===== src/rtl/ecc_result_serializer.sv =====
// ecc_result_serializer
// Captures an N-bit GF(2^m) result on a one-cycle valid pulse and streams it
// out as NW words of W bits, least-significant word first, over valid/ready.
// The last word is zero-padded above bit N-1. A pulse that arrives while a
// stream is in flight is dropped and latches the sticky overrun flag.
//
// Optional feature macro: FAULT_GATE_EN
//   Adds in_error / out_err. A result captured with in_error=1 is replaced
//   by all-zero words, and out_err is flagged on every word of that result.
module ecc_result_serializer #(
    parameter int N = 233,
    parameter int W = 32
) (
    input  logic         clk,
    input  logic         rst_n,
    input  logic         in_valid,
    input  logic [N-1:0] din,
`ifdef FAULT_GATE_EN
    input  logic         in_error,
    output logic         out_err,
`endif
    output logic         in_ready,
    output logic [W-1:0] dout,
    output logic         out_valid,
    input  logic         out_ready,
    output logic         out_last,
    output logic         overrun
);

    localparam int NW = (N + W - 1) / W;
    localparam int SW = NW * W;
    localparam int CW = (NW > 1) ? $clog2(NW) : 1;

    localparam logic [CW-1:0] LAST_IDX = CW'(NW - 1);
    localparam logic [CW-1:0] PREV_IDX = CW'(NW - 2);

    typedef enum logic {
        IDLE,
        SEND
    } state_t;

    state_t         state;
    logic [SW-1:0]  sreg;
    logic [CW-1:0]  cnt;
    logic [SW-1:0]  load_value;
    logic           load_err;

    // Word presented to the consumer is always the low word of the shift
    // register; it drains to zero by the end of every stream.
    assign dout     = sreg[W-1:0];
    assign in_ready = (state == IDLE);

    // Value loaded on capture: zero-extended result, or all zeros when gated.
    always_comb begin
        load_value = SW'(din);
        load_err   = 1'b0;
`ifdef FAULT_GATE_EN
        if (in_error) begin
            load_value = '0;
            load_err   = 1'b1;
        end
`endif
    end

    // Capture / send FSM with registered valid, last and sticky overrun.
    always_ff @(posedge clk or negedge rst_n) begin
        if (!rst_n) begin
            state     <= IDLE;
            sreg      <= '0;
            cnt       <= '0;
            out_valid <= 1'b0;
            out_last  <= 1'b0;
            overrun   <= 1'b0;
`ifdef FAULT_GATE_EN
            out_err   <= 1'b0;
`endif
        end else begin
            // NOTE: non-blocking assignments throughout, so every register
            // here samples pre-edge values regardless of statement order.
            case (state)
                IDLE: begin
                    if (in_valid) begin
                        state     <= SEND;
                        sreg      <= load_value;
                        cnt       <= '0;
                        out_valid <= 1'b1;
                        out_last  <= (NW == 1);
`ifdef FAULT_GATE_EN
                        out_err   <= load_err;
`endif
                    end
                end

                SEND: begin
                    // A pulse while busy is dropped; the stream is untouched.
                    if (in_valid) begin
                        overrun <= 1'b1;
                    end
                    if (out_ready) begin
                        sreg <= sreg >> W;
                        if (cnt == LAST_IDX) begin
                            state     <= IDLE;
                            cnt       <= '0;
                            out_valid <= 1'b0;
                            out_last  <= 1'b0;
`ifdef FAULT_GATE_EN
                            out_err   <= 1'b0;
`endif
                        end else begin
                            cnt      <= cnt + 1'b1;
                            out_last <= (cnt == PREV_IDX);
                        end
                    end
                end

                default: begin
                    state <= IDLE;
                end
            endcase
        end
    end

`ifndef FAULT_GATE_EN
    // Only referenced when the fault gate is built in.
    logic unused_load_err;
    assign unused_load_err = load_err;
`endif

endmodule

===== config.mk =====
export PLATFORM = sky130hd
export DESIGN_NAME = ecc_result_serializer
export DESIGN_NICKNAME = d
export VERILOG_FILES = /design/src/rtl/ecc_result_serializer.sv
export SDC_FILE = /design/constraint.sdc
export NUM_CORES = 1
export LEC_CHECK = 0
export CAP_MARGIN = 20
export CORE_UTILIZATION = 45
export DETAILED_ROUTE_END_ITERATION = 16
export PLACE_DENSITY = 0.77
export SYNTH_ARGS = -nofsm -noshare
export SYNTH_HDL_FRONTEND = slang
export SYNTH_SLANG_ARGS = --single-unit

===== constraint.sdc =====
create_clock -name clk -period 1.5 [get_ports clk]
set_clock_uncertainty 0.1 [all_clocks]
set_input_delay 0.225 -clock clk [delete_from_list [all_inputs] [get_ports clk]]
set_output_delay 0.225 -clock clk [all_outputs]
set_load 0.02 [all_outputs]

==> Word-level counts from Yosys, hierarchy flattened <==
Index checks and enable logic that the tools add are counted.
{ "totals": {"reg_bits": 263, "input_bits": 237, "output_inout_bits": 36} }
{ "classes": {"n_addsub": 1, "n_eq_ne": 5, "muxes": 19, "bitwise_logic": 1, "reduce_logical": 3} }
{ "op_table": {"columns": ["op", "count"], "rows": [
  ["two-way mux 256 bit", 2],
  ["one-hot mux 256 bit (2 select lines)", 1],
  ["two-way mux 1 bit", 9],
  ["two-way mux 3 bit", 3],
  ["== test 3 bit (second input constant)", 2],
  ["one-hot mux 1 bit (2 select lines)", 3],
  ["one-hot mux 3 bit (2 select lines)", 1],
  ["!= test 2 bit (second input constant)", 2],
  ["AND reduction 2 bit", 2],
  ["adder 3 x 1 -> 3 bit (second input constant)", 1],
  ["AND reduction 3 bit", 1],
  ["!= test 2 x 1 -> 1 bit (second input constant)", 1],
  ["NOT 1 bit", 1]
]} }

==> Logic depth before layout (Yosys ltp) <==
Gate-level depths: netlist (run 1).
{ "depth": {"word_depth": 4, "mapped_depth": 7} }

==> Least setup slack after synthesis (run 1) <==
No wires, ideal clock.
{ "synth_path": {"kind": "reg-to-reg", "start": "register state", "end": "register out_last", "setup_ps": 110, "arrival_ps": 1211, "setup_slack_ps": 79, "stages_incl_launch_ff": 7, "path_buffers": 3, "period_less_slack_ps": 1421, "path_cell_list": "dfrtp_1 > mux2i_2 > buf_4 > buf_4 > buf_4 > nand2_1 > o41ai_1"} }
{ "synth_between": {"elab_chain_len": 3, "elab_cells_between_ends": 5, "classes_between": "2 x eq/ne; 1 x mux; 1 x bitwise; 1 x reduce/logical"} }
{ "synth_rtl": {"columns": ["element", "line_no", "rtl"], "rows": [
  ["start, declared", "42", "state_t state;"],
  ["start signal, assigned", "68", "state <= IDLE;"],
  ["start signal, assigned", "83", "state <= SEND;"],
  ["start signal, assigned", "102", "state <= IDLE;"],
  ["NOT 1 bit", null, null],
  ["!= test 2 bit (no source line)", null, null],
  ["AND reduction 2 bit (no source line)", null, null],
  ["end signal, assigned", "87", "out_last <= (NW == 1);"],
  ["end signal, assigned", "111", "out_last <= (cnt == PREV_IDX);"],
  ["end, declared", "26", "output logic out_last,"]
]} }
Parallel ways exist; a longest one is shown, timed or not.
A chain may end at the register's enable or synchronous reset.

==> Final worst setup path (run 1) <==
{ "layout_path": {"start": "register state", "end": "register sreg[65]"} }
{ "layout_between": {"elab_chain_len": 3, "elab_cells_between_ends": 5, "classes_between": "2 x eq/ne; 1 x mux; 1 x bitwise; 1 x reduce/logical"} }
{ "layout_rtl": {"columns": ["element", "line_no", "rtl"], "rows": [
  ["NOT 1 bit", null, null],
  ["!= test 2 bit (no source line)", null, null],
  ["AND reduction 2 bit (no source line)", null, null],
  ["end signal, assigned", "84", "sreg <= load_value;"],
  ["end signal, assigned", "100", "sreg <= sreg >> W;"],
  ["end, declared", "43", "logic [SW-1:0] sreg;"]
]} }
Parallel ways exist; a longest one is shown, timed or not.

==> results.py, run 1 <==
metrics = {
    "grt": {
        "grt_pass1_vias": 8086,
        "grt_use_met2_pct": 34.2,
        "grt_max_degree": 59,
        "grt.busiest_layer": "met2",
        "grt_pass1_wl_um": 41500,
        "use_met3_pct": 4.35,
        "grt_use_total_pct": 21.2,
        "grt_use_met1_pct": 28.4,
        "antenna_found_initial": 1,
        "gr-total-overflow": 0,
    },
    "logic_synthesis": {
        "synth.largest_area_cell": "dfrtp_1",
        "synth_compound_area_share_pct": 12.2,
        "syn-cell-area_um2": 10900,
        "synth_top_family_by_area": "multiplexers",
        "ys_warn_count": 0,
        "synth_fp_nets": 1250,
        "synth_edf_count": 0,
        "synth_area_leaders": "dfrtp_1 55%, mux2i_1 19%, o21ai_0 8.2%, nand2_1 7.1%, buf_4 4.7%",
        "syn_inst": 1010,
        "yosysSeqAreaShare_pct": 54.9,
        "synthFlopType": "dfrtp_1",
        "synth.top_cell.area_share_pct": 54.9,
        "synth_simple_gate_area_share_pct": 7.26,
        "yosysUniqueCellTypes": 22,
        "synth_mux_area_share_pct": 18.7,
        "avgSynthCellArea_um2": 10.8,
        "async_reset_ff_share_pct": 100,
        "synth_seq_cells": 240,
        "synthAdderAreaFrac_pct": 0.343,
        "synth-xor-area-share_pct": 0.0801,
    },
    "critical_path": {
        "r2r_setup_slack_ns": -0.23,
        "required_ns": 1.83,
        "r2r_cells": 6,
        "end_kind": "flip-flop",
        "reg2reg_to": "sreg[65]",
        "crit_path_start": "state",
        "slowest_delay_ns": 0.49,
        "crit_chain": "mux2i_4 > buf_12 > buf_16 > clkbuf_16 > nand2_1 > o21ai_1",
        "start_kind": "flip-flop",
        "endpoint": "sreg[65]",
        "critPathArrivalTime_ns": 2.05,
        "cp_max_fo": 21,
        "crit_slowest_cell": "dfrtp_4",
        "crit_type": "flip-flop to flip-flop",
        "r2r_start": "state",
    },
    "floorplan": {
        "boundaryPins": 273,
        "coreArea_um2": 23700,
        "die_w_um": 158,
        "die_h_um": 158,
        "rows": 56,
        "die-area_um2": 24900,
        "initial_utilization_pct": 46.2,
    },
    "place": {
        "place.gp.congestion": 0.810,
        "dp_cells": 1553,
        "dp_hpwl_um": 19200,
        "portBuffers": 272,
    },
    "timing": {
        "setup_viol": 235,
        "tightest_slew_ns": 0.583,
        "max_freq_mhz": 579,
        "post-route-min-period_ns": 1.73,
        "rsz0062_at_grt": "true",
        "slew_headroom_pct": 61.1,
        "drv_slew": 0,
        "finalHoldViolations": 0,
        "worst_slack_ns": -0.228,
        "finalCritPeriodShare_pct": 115,
        "hold_slack_ns": 0.137,
    },
    "route": {
        "drtIter0Drc": 453,
        "vias": 8207,
        "wl_per_cell_um": 17.7,
        "drc_errors": 0,
        "routed_via_density": 5.06,
        "dr.pass1.iters": 4,
        "drt_wl_total_um": 28600,
        "drtAntennaViolNets": 0,
    },
    "clock_tree": {
        "cts_tree": "done",
        "numCtsBuffers": 26,
        "h-tree-depth": 1,
        "clock-sinks": 240,
        "clock_latency_ns": 0.52,
        "clk_pin_slew_ns": 0.06,
        "clock_path_buffers": 3,
        "clockRootBuffer": "clkbuf_16",
    },
    "cells_and_area": {
        "layout_commonest_cell": "dfrtp_1",
        "fin_nets": 1525,
        "postLayoutCoreUtil_pct": 66.4,
        "instances_no_fill": 1622,
        "layout_common_cells": "239 x dfrtp_1, 235 x clkdlybuf4s50_1, 203 x mux2i_1",
        "area_growth_pct": 43.7,
        "drive_gt1_share_pct": 14.8,
    },
    "pwr": {
        "p_per_area_nw_per_um2": 1560,
        "power_leakage_nw": 8.02,
        "ir_drop_v": 0.000818,
        "total_power_mw": 24.5,
    },
    "run_status": {
        "violations": "negative setup slack",
        "outcome": "finished, violations left",
    },
    "flow_run": {
        "cap_viol_max_count": 0,
    },
    "hold_path": {
        "min_path_type": "input port to asynchronous set/reset pin",
    },
}
[worst min path at each step]
stage	startpoint	end	slack (ns)	cells after the start
final	rst_n	sreg[21]	0.14	2
after global routing	rst_n	sreg[21]	0.16	2
after CTS	rst_n	sreg[21]	0.17	2
after detailed placement	rst_n	sreg[21]	0.13	1
after global placement	rst_n	sreg[21]	0.12	1
after floorplan	rst_n	cnt[0]	-0.17	0
[power breakdown]
part | total [mW] | internal, mW | switching [mW]
clock network | 6.67 | 4.08 | 2.59
registers | 9.48 | 8.35 | 1.13
logic | 8.32 | 4.27 | 4.05
total | 24.5 | 16.7 | 7.77
[critical path, delay by kind of cell (launching register included)]
kind                   cells  cell delay (ns)
buffers and inverters      3             0.54
and+or+nand+nor            1             0.09
muxes                      1             0.29
DFF                        1             0.49
AOI/OAI and AO/OA          1             0.11
[sequential cells by signal, indices dropped and copies added (netlist names)]
signal     count
out_last       1
out_valid      1
cnt            3
sreg         233
overrun        1
state          1
[per-stage QoR]
step                      worst slack [ns]  TNS (ns)  cell area (um^2)
after floorplan                     0.0789         0             10900
after global placement              -0.195    -37.22             14100
after detailed placement            -0.229    -42.22             14100
after CTS                           -0.109    -12.95             15000
after global routing                -0.276    -39.66             15700
final                               -0.228    -28.82             15700
[metal layers]
layer	vias to the layer above	wire [um]
li1	4039	-
met1	3887	12600
met2	234	13500
met3	47	1670
met4	0	823
met5	-	0
[synth_stat cells (2+ instances only)]
cell	n
buf_4	68
o21ai_0	179
clkbuf_1	22
ha_1	3
a22o_1	32
buf_2	11
clkbuf_4	6
mux2i_1	203
nor2_1	2
dfrtp_1	240
nand2_1	208
o21ai_1	24
inv_1	3
[timing repair]
| item | in CTS | in global routing |
|---|---|---|
| cloned | 0 | 18 |
| pin swaps | 1 | 9 |
| resized for setup | 147 | 143 |
| hold buffers | 1 | 0 |
| buffers inserted | 0 | 4 |
| endpoints found under the hold margin | 199 | 0 |
| setup endpoints to repair | 260 | 255 |
[cell families after synthesis]
family | after synthesis
adders and majority gates | 3
AOI/OAI and AO/OA | 240
xor gates and xnor gates | 1
buffers and inverters | 111
and+or+nand+nor | 211
DFF | 240
muxes | 204
[cell type report]
| cell class | instances | area, um^2 |
|---|---|---|
| antenna | 1 | 2.50 |
| clock buffer | 35 | 766 |
| clock inverter | 10 | 136 |
| fill | 1821 | 7970 |
| inverter | 3 | 11.3 |
| multi-input combinational | 659 | 4330 |
| sequential | 240 | 6010 |
| tap | 319 | 399 |
| timing repair buffer | 355 | 4070 |
Note: power is estimated with default switching activity, not from simulation.
==> run 2, diff against run 1 <==
Settings changed: REMOVE_ABC_BUFFERS set to 1.
==> results.py, run 2 (synthesized netlist as in run 1, its figures left out) <==
metrics = {
    "run_status": {
        "outcome": "finished, violations left",
        "violations": "negative setup slack",
    },
    "route": {
        "wl_per_cell_um": 18.8,
        "drtIter0Drc": 455,
        "drt_wl_total_um": 30700,
        "vias": 8609,
        "drc_errors": 0,
        "drtAntennaViolNets": 0,
        "routed_via_density": 5.26,
        "dr.pass1.iters": 4,
    },
    "floorplan": {
        "die-area_um2": 24900,
        "initial_utilization_pct": 46.2,
        "boundaryPins": 273,
        "coreArea_um2": 23700,
        "rows": 56,
        "die_h_um": 158,
        "die_w_um": 158,
    },
    "critical_path": {
        "crit_type": "flip-flop to flip-flop",
        "required_ns": 1.84,
        "start_kind": "flip-flop",
        "end_kind": "flip-flop",
        "critPathArrivalTime_ns": 2.03,
        "cp_max_fo": 8,
    },
    "cells_and_area": {
        "diodes": 0,
        "regArea_um2": 6010,
        "top_register": "sreg",
        "drive_gt1_share_pct": 20.4,
        "layout_commonest_cell": "dfrtp_1",
        "nFillCells": 1765,
        "top_regs": "sreg x233, cnt x3",
        "area_growth_pct": 48.6,
        "fin_nets": 1538,
        "largest_reg_flops": 233,
        "multi_input_area_um2": 4580,
        "instances_no_fill": 1636,
        "layout_common_cells": "239 x dfrtp_1, 235 x clkdlybuf4s50_1, 203 x mux2i_1",
    },
    "timing": {
        "finalCritPeriodShare_pct": 113,
        "hold_slack_ns": 0.0897,
        "fin_setup_tns_ns": -23.03,
        "post-route-min-period_ns": 1.70,
        "finalHoldViolations": 0,
        "setup_viol": 226,
        "drv_slew": 0,
        "rsz0062_at_grt": "true",
        "slew_headroom_pct": 72.5,
        "tightest_slew_ns": 0.412,
        "max_freq_mhz": 589,
        "worst_slack_ns": -0.197,
    },
    "hold_path": {
        "min_path_type": "input port to asynchronous set/reset pin",
    },
    "clock_tree": {
        "clock_path_buffers": 3,
        "h-tree-depth": 1,
        "clk_pin_slew_ns": 0.06,
        "clockRootBuffer": "clkbuf_16",
        "clock-sinks": 240,
        "clock_latency_ns": 0.52,
        "cts_tree": "done",
        "numCtsBuffers": 26,
    },
    "grt": {
        "grt_use_total_pct": 21.6,
        "grt_max_degree": 49,
        "grt_pass1_vias": 8195,
        "gr-total-overflow": 0,
        "grt_pass1_wl_um": 42200,
        "antenna_found_initial": 0,
    },
    "pwr": {
        "ir_drop_v": 0.000792,
        "p_per_area_nw_per_um2": 1590,
        "power_leakage_nw": 8.41,
    },
    "place": {
        "place.gp.congestion": 0.760,
        "dp_cells": 1543,
        "pre_cts_ws_ns": -0.270,
        "dp_hpwl_um": 17700,
        "portBuffers": 272,
    },
    "flow_run": {
        "cap_viol_max_count": 0,
    },
}
[run 2: cell count changes in the layout (fill, tap and decap cells not counted), moves of 4 or more]
cell             previous run  this run
buf_6                       8        15
clkinv_2                    4         8
clkdlybuf4s15_2            22         0
nand2_4                     2        14
nand2_2                    12        43
o21ai_2                    12        30
buf_12                     17        21
o21ai_0                    75        63
buf_8                       5        10
o21ai_1                   116       110
buf_2                      13        35
nand2_1                   194       151
clkbuf_16                  43        47
buf_4                      28        16
[run 2: final timing paths]
kind / start / to / slack [ns] / cells after the start
min: rst_n / sreg[217] / 0.09 / 2
max reg2reg: state / sreg[160] / -0.20 / 6
min in group clk: din[229] / sreg[229] / 0.20 / 2
min reg2reg: overrun / overrun / 0.36 / 1
max: state / sreg[160] / -0.20 / 6
max in group asynchronous: rst_n / state / 0.56 / 3
[run 2: power by group]
part / switching [mW] / internal [mW]
clock network: 2.63 / 4.32
registers: 1.20 / 8.35
logic: 4.46 / 4.81
[run 2: stage by stage]
step / instance area (um^2) / util [%] / power, mW
6_report: 16300 / 68.6 / 25.8
3_3_place_gp: 14100 / 59.4 / 16.4
2_1_floorplan: 10200 / - / 12.6
3_5_place_dp: 14100 / 59.4 / 16.8
4_1_cts: 15200 / 64.3 / 24.1
5_1_grt: 16300 / 68.6 / 27.2
[run 2: timing repair]
item	4_1_cts	5_1_grt
hold buffers	1	0
cloned	7	32
gates resized for setup	182	238
hold endpoints to repair	240	0
endpoints found under the setup margin	245	246
setup buffers	6	2
pin swaps	2	49
[run 2: final cells by class]
type                            count  area share [%]
Clock buffer                       33            4.54
Clock inverter                     14            1.22
Inverter                            3          0.0693
Multi-Input combinational cell    659            28.2
Sequential cell                   240            37.0
Tap cell                          319            2.46
Timing Repair Buffer              368            26.6
[run 2: critical path, stage by stage (launching register included)]
cell	delay, ns
dfrtp_4	0.47
mux2i_4	0.29
buf_12	0.19
clkbuf_16	0.20
clkbuf_16	0.16
nand2_1	0.05
o21ai_1	0.12
[run 2: layer usage]
| metal | part of all wire (%) | up-vias | global-route usage [%] |
|---|---|---|---|
| met5 | 0 | - | 0 |
| met4 | 2.2 | 0 | 6.38 |
| met3 | 5.7 | 48 | 5.12 |
| met2 | 48 | 224 | 35.7 |
| met1 | 44 | 4273 | 28.2 |
| li1 | - | 4064 | - |
==> run 3, diff against run 2 <==
Settings changed: CAP_MARGIN 20 to 10, PLACE_DENSITY 0.77 to 0.74.
Clock period 1.5 ns to 2.2 ns, I/O delays scaled along.
==> results.py, run 3 (synthesized netlist as in run 1, its figures left out) <==
metrics = {
    "timing": {
        "hold_slack_ns": 0.238,
        "setup_viol": 0,
        "drv_slew": 0,
        "rsz0062_at_grt": "false",
        "tightest_slew_ns": 0.720,
        "post-route-min-period_ns": 2.01,
        "finalHoldViolations": 0,
        "finalCritPeriodShare_pct": 91.3,
        "worst_slack_ns": 0.192,
        "max_freq_mhz": 498,
        "slew_headroom_pct": 52.0,
    },
    "critical_path": {
        "cp_max_fo": 6,
        "crit_slowest_cell": "dfrtp_4",
        "slowest_delay_ns": 0.56,
        "r2r_start": "state",
        "critPathArrivalTime_ns": 1.58,
        "end_kind": "primary output",
        "required_ns": 1.77,
        "crit_chain": "inv_1 > dlygate4sd2_1",
        "crit_path_start": "state",
        "crit_type": "flip-flop to primary output",
        "start_kind": "flip-flop",
    },
    "grt": {
        "grt_use_met2_pct": 32.1,
        "grt_max_degree": 92,
        "gr-total-overflow": 0,
        "grt_pass1_vias": 7829,
        "grt_use_met1_pct": 26.5,
        "antenna_found_initial": 0,
        "grt_use_total_pct": 19.9,
        "use_met3_pct": 5.01,
        "grt.busiest_layer": "met2",
        "grt_pass1_wl_um": 39400,
    },
    "clock_tree": {
        "h-tree-depth": 1,
        "postCtsSetupRepairBufs": 0,
        "clock_latency_ns": 0.52,
        "clk_pin_slew_ns": 0.06,
        "numCtsBuffers": 26,
        "clock-sinks": 240,
        "cts_tree": "done",
        "clock_path_buffers": 3,
        "clockRootBuffer": "clkbuf_16",
    },
    "pwr": {
        "switching_share_pct": 30.7,
        "power_frac_comb_pct": 30.0,
        "power_leakage_nw": 7.44,
        "internal_power_mw": 10.7,
        "total_power_mw": 15.4,
        "ir_drop_v": 0.000875,
        "seq_power_share_pct": 41.4,
        "p_per_area_nw_per_um2": 1050,
        "power_switching_mw": 4.73,
        "p_clk_share_pct": 28.6,
    },
    "route": {
        "drtAntennaViolNets": 0,
        "vias": 7881,
        "drtIter0Drc": 374,
        "routed_via_density": 5.02,
        "drc_errors": 0,
        "wl_per_cell_um": 15.5,
        "dr.pass1.iters": 4,
        "drt_wl_total_um": 24400,
    },
    "floorplan": {
        "initial_utilization_pct": 46.2,
        "coreArea_um2": 23700,
        "boundaryPins": 273,
        "die-area_um2": 24900,
        "die_w_um": 158,
        "rows": 56,
        "die_h_um": 158,
    },
    "hold_path": {
        "min_path_type": "input port to asynchronous set/reset pin",
    },
    "flow_run": {
        "cap_viol_max_count": 0,
    },
    "place": {
        "portBuffers": 272,
        "dp_hpwl_um": 16600,
        "dpl_cell_area_um2": 13700,
        "place.gp.congestion": 0.752,
        "pre_cts_ws_ns": 0.227,
    },
    "cells_and_area": {
        "fin_nets": 1471,
        "layout_common_cells": "270 x clkdlybuf4s50_1, 239 x dfrtp_1, 208 x nand2_1",
        "drive_gt1_share_pct": 5.92,
        "top_regs": "sreg x233, cnt x3",
        "stdcell_area_um2": 14600,
        "area_growth_pct": 33.7,
        "postLayoutCoreUtil_pct": 61.8,
        "layout_commonest_cell": "clkdlybuf4s50_1",
        "diodes": 0,
        "top_register": "sreg",
        "largest_reg_flops": 233,
    },
    "run_status": {
        "outcome": "complete, no violations",
    },
}
## run 3: cell types whose count changed in the layout (fill, tap and decap cells not counted), moves of 4 or more
cell	delta
o21ai_0	+116
o21ai_2	-30
buf_8	-9
buf_2	-35
clkdlybuf4s50_1	+35
clkbuf_1	+4
nand2_4	-14
o21ai_1	-86
buf_16	-13
buf_12	-9
buf_6	-15
clkbuf_16	-20
nand2_1	+57
nand2_2	-43
## run 3: metrics by stage
| step | TNS [ns] | std cells |
|---|---|---|
| finish | 0 | 1570 |
| global route | 0 | 1570 |
| CTS | 0 | 1570 |
| detailed placement | 0 | 1521 |
| global placement | 0 | 1521 |
| floorplan | -4175.72 | 902 |
## run 3: power groups by stage
stage / Clock, mW / Sequential, mW / Combinational, mW
2_1_floorplan: 0 / 7.32 / 2.63
3_3_place_gp: 0 / 6.39 / 4.52
3_5_place_dp: 0 / 6.45 / 4.67
4_1_cts: 4.51 / 6.38 / 4.69
5_1_grt: 4.68 / 6.54 / 5.18
6_report: 4.40 / 6.38 / 4.62
## run 3: area by class of cell
cell class                      instances  area (um^2)
Inverter                                3         11.3
Fill cell                            1991         9060
Timing Repair Buffer                  301         3100
Clock inverter                          9         95.1
Sequential cell                       240         6010
Tap cell                              319          399
Multi-Input combinational cell        659         4230
Clock buffer                           39          781
## run 3: what timing repair did
item	in CTS	in global routing
hold buffers	1	0
endpoints found under the hold margin	53	0
resized for setup	1	0
setup endpoints to repair	1	0
## run 3: worst paths after layout
path                             end  slack (ns)  cells past startpoint
max                         in_ready        0.19                      2
min                         sreg[91]        0.24                      2
max reg2reg                sreg[174]        0.39                      4
min reg2reg                  overrun        0.36                      1
max in group asynchronous   sreg[19]        0.98                      3
min in group clk           sreg[222]        0.31                      2
## run 3: per-layer routing
metal,wire (um),vias up
li1,-,3907
met1,10900,3731
met2,11300,211
met3,1750,32
met4,450,0
met5,0,-
## run 3: worst max-delay path: cells and delay by family, from the launching register on
| family | cells | cell delay, ns |
|---|---|---|
| DFF | 1 | 0.56 |
| buffers and inverters | 2 | 0.50 |
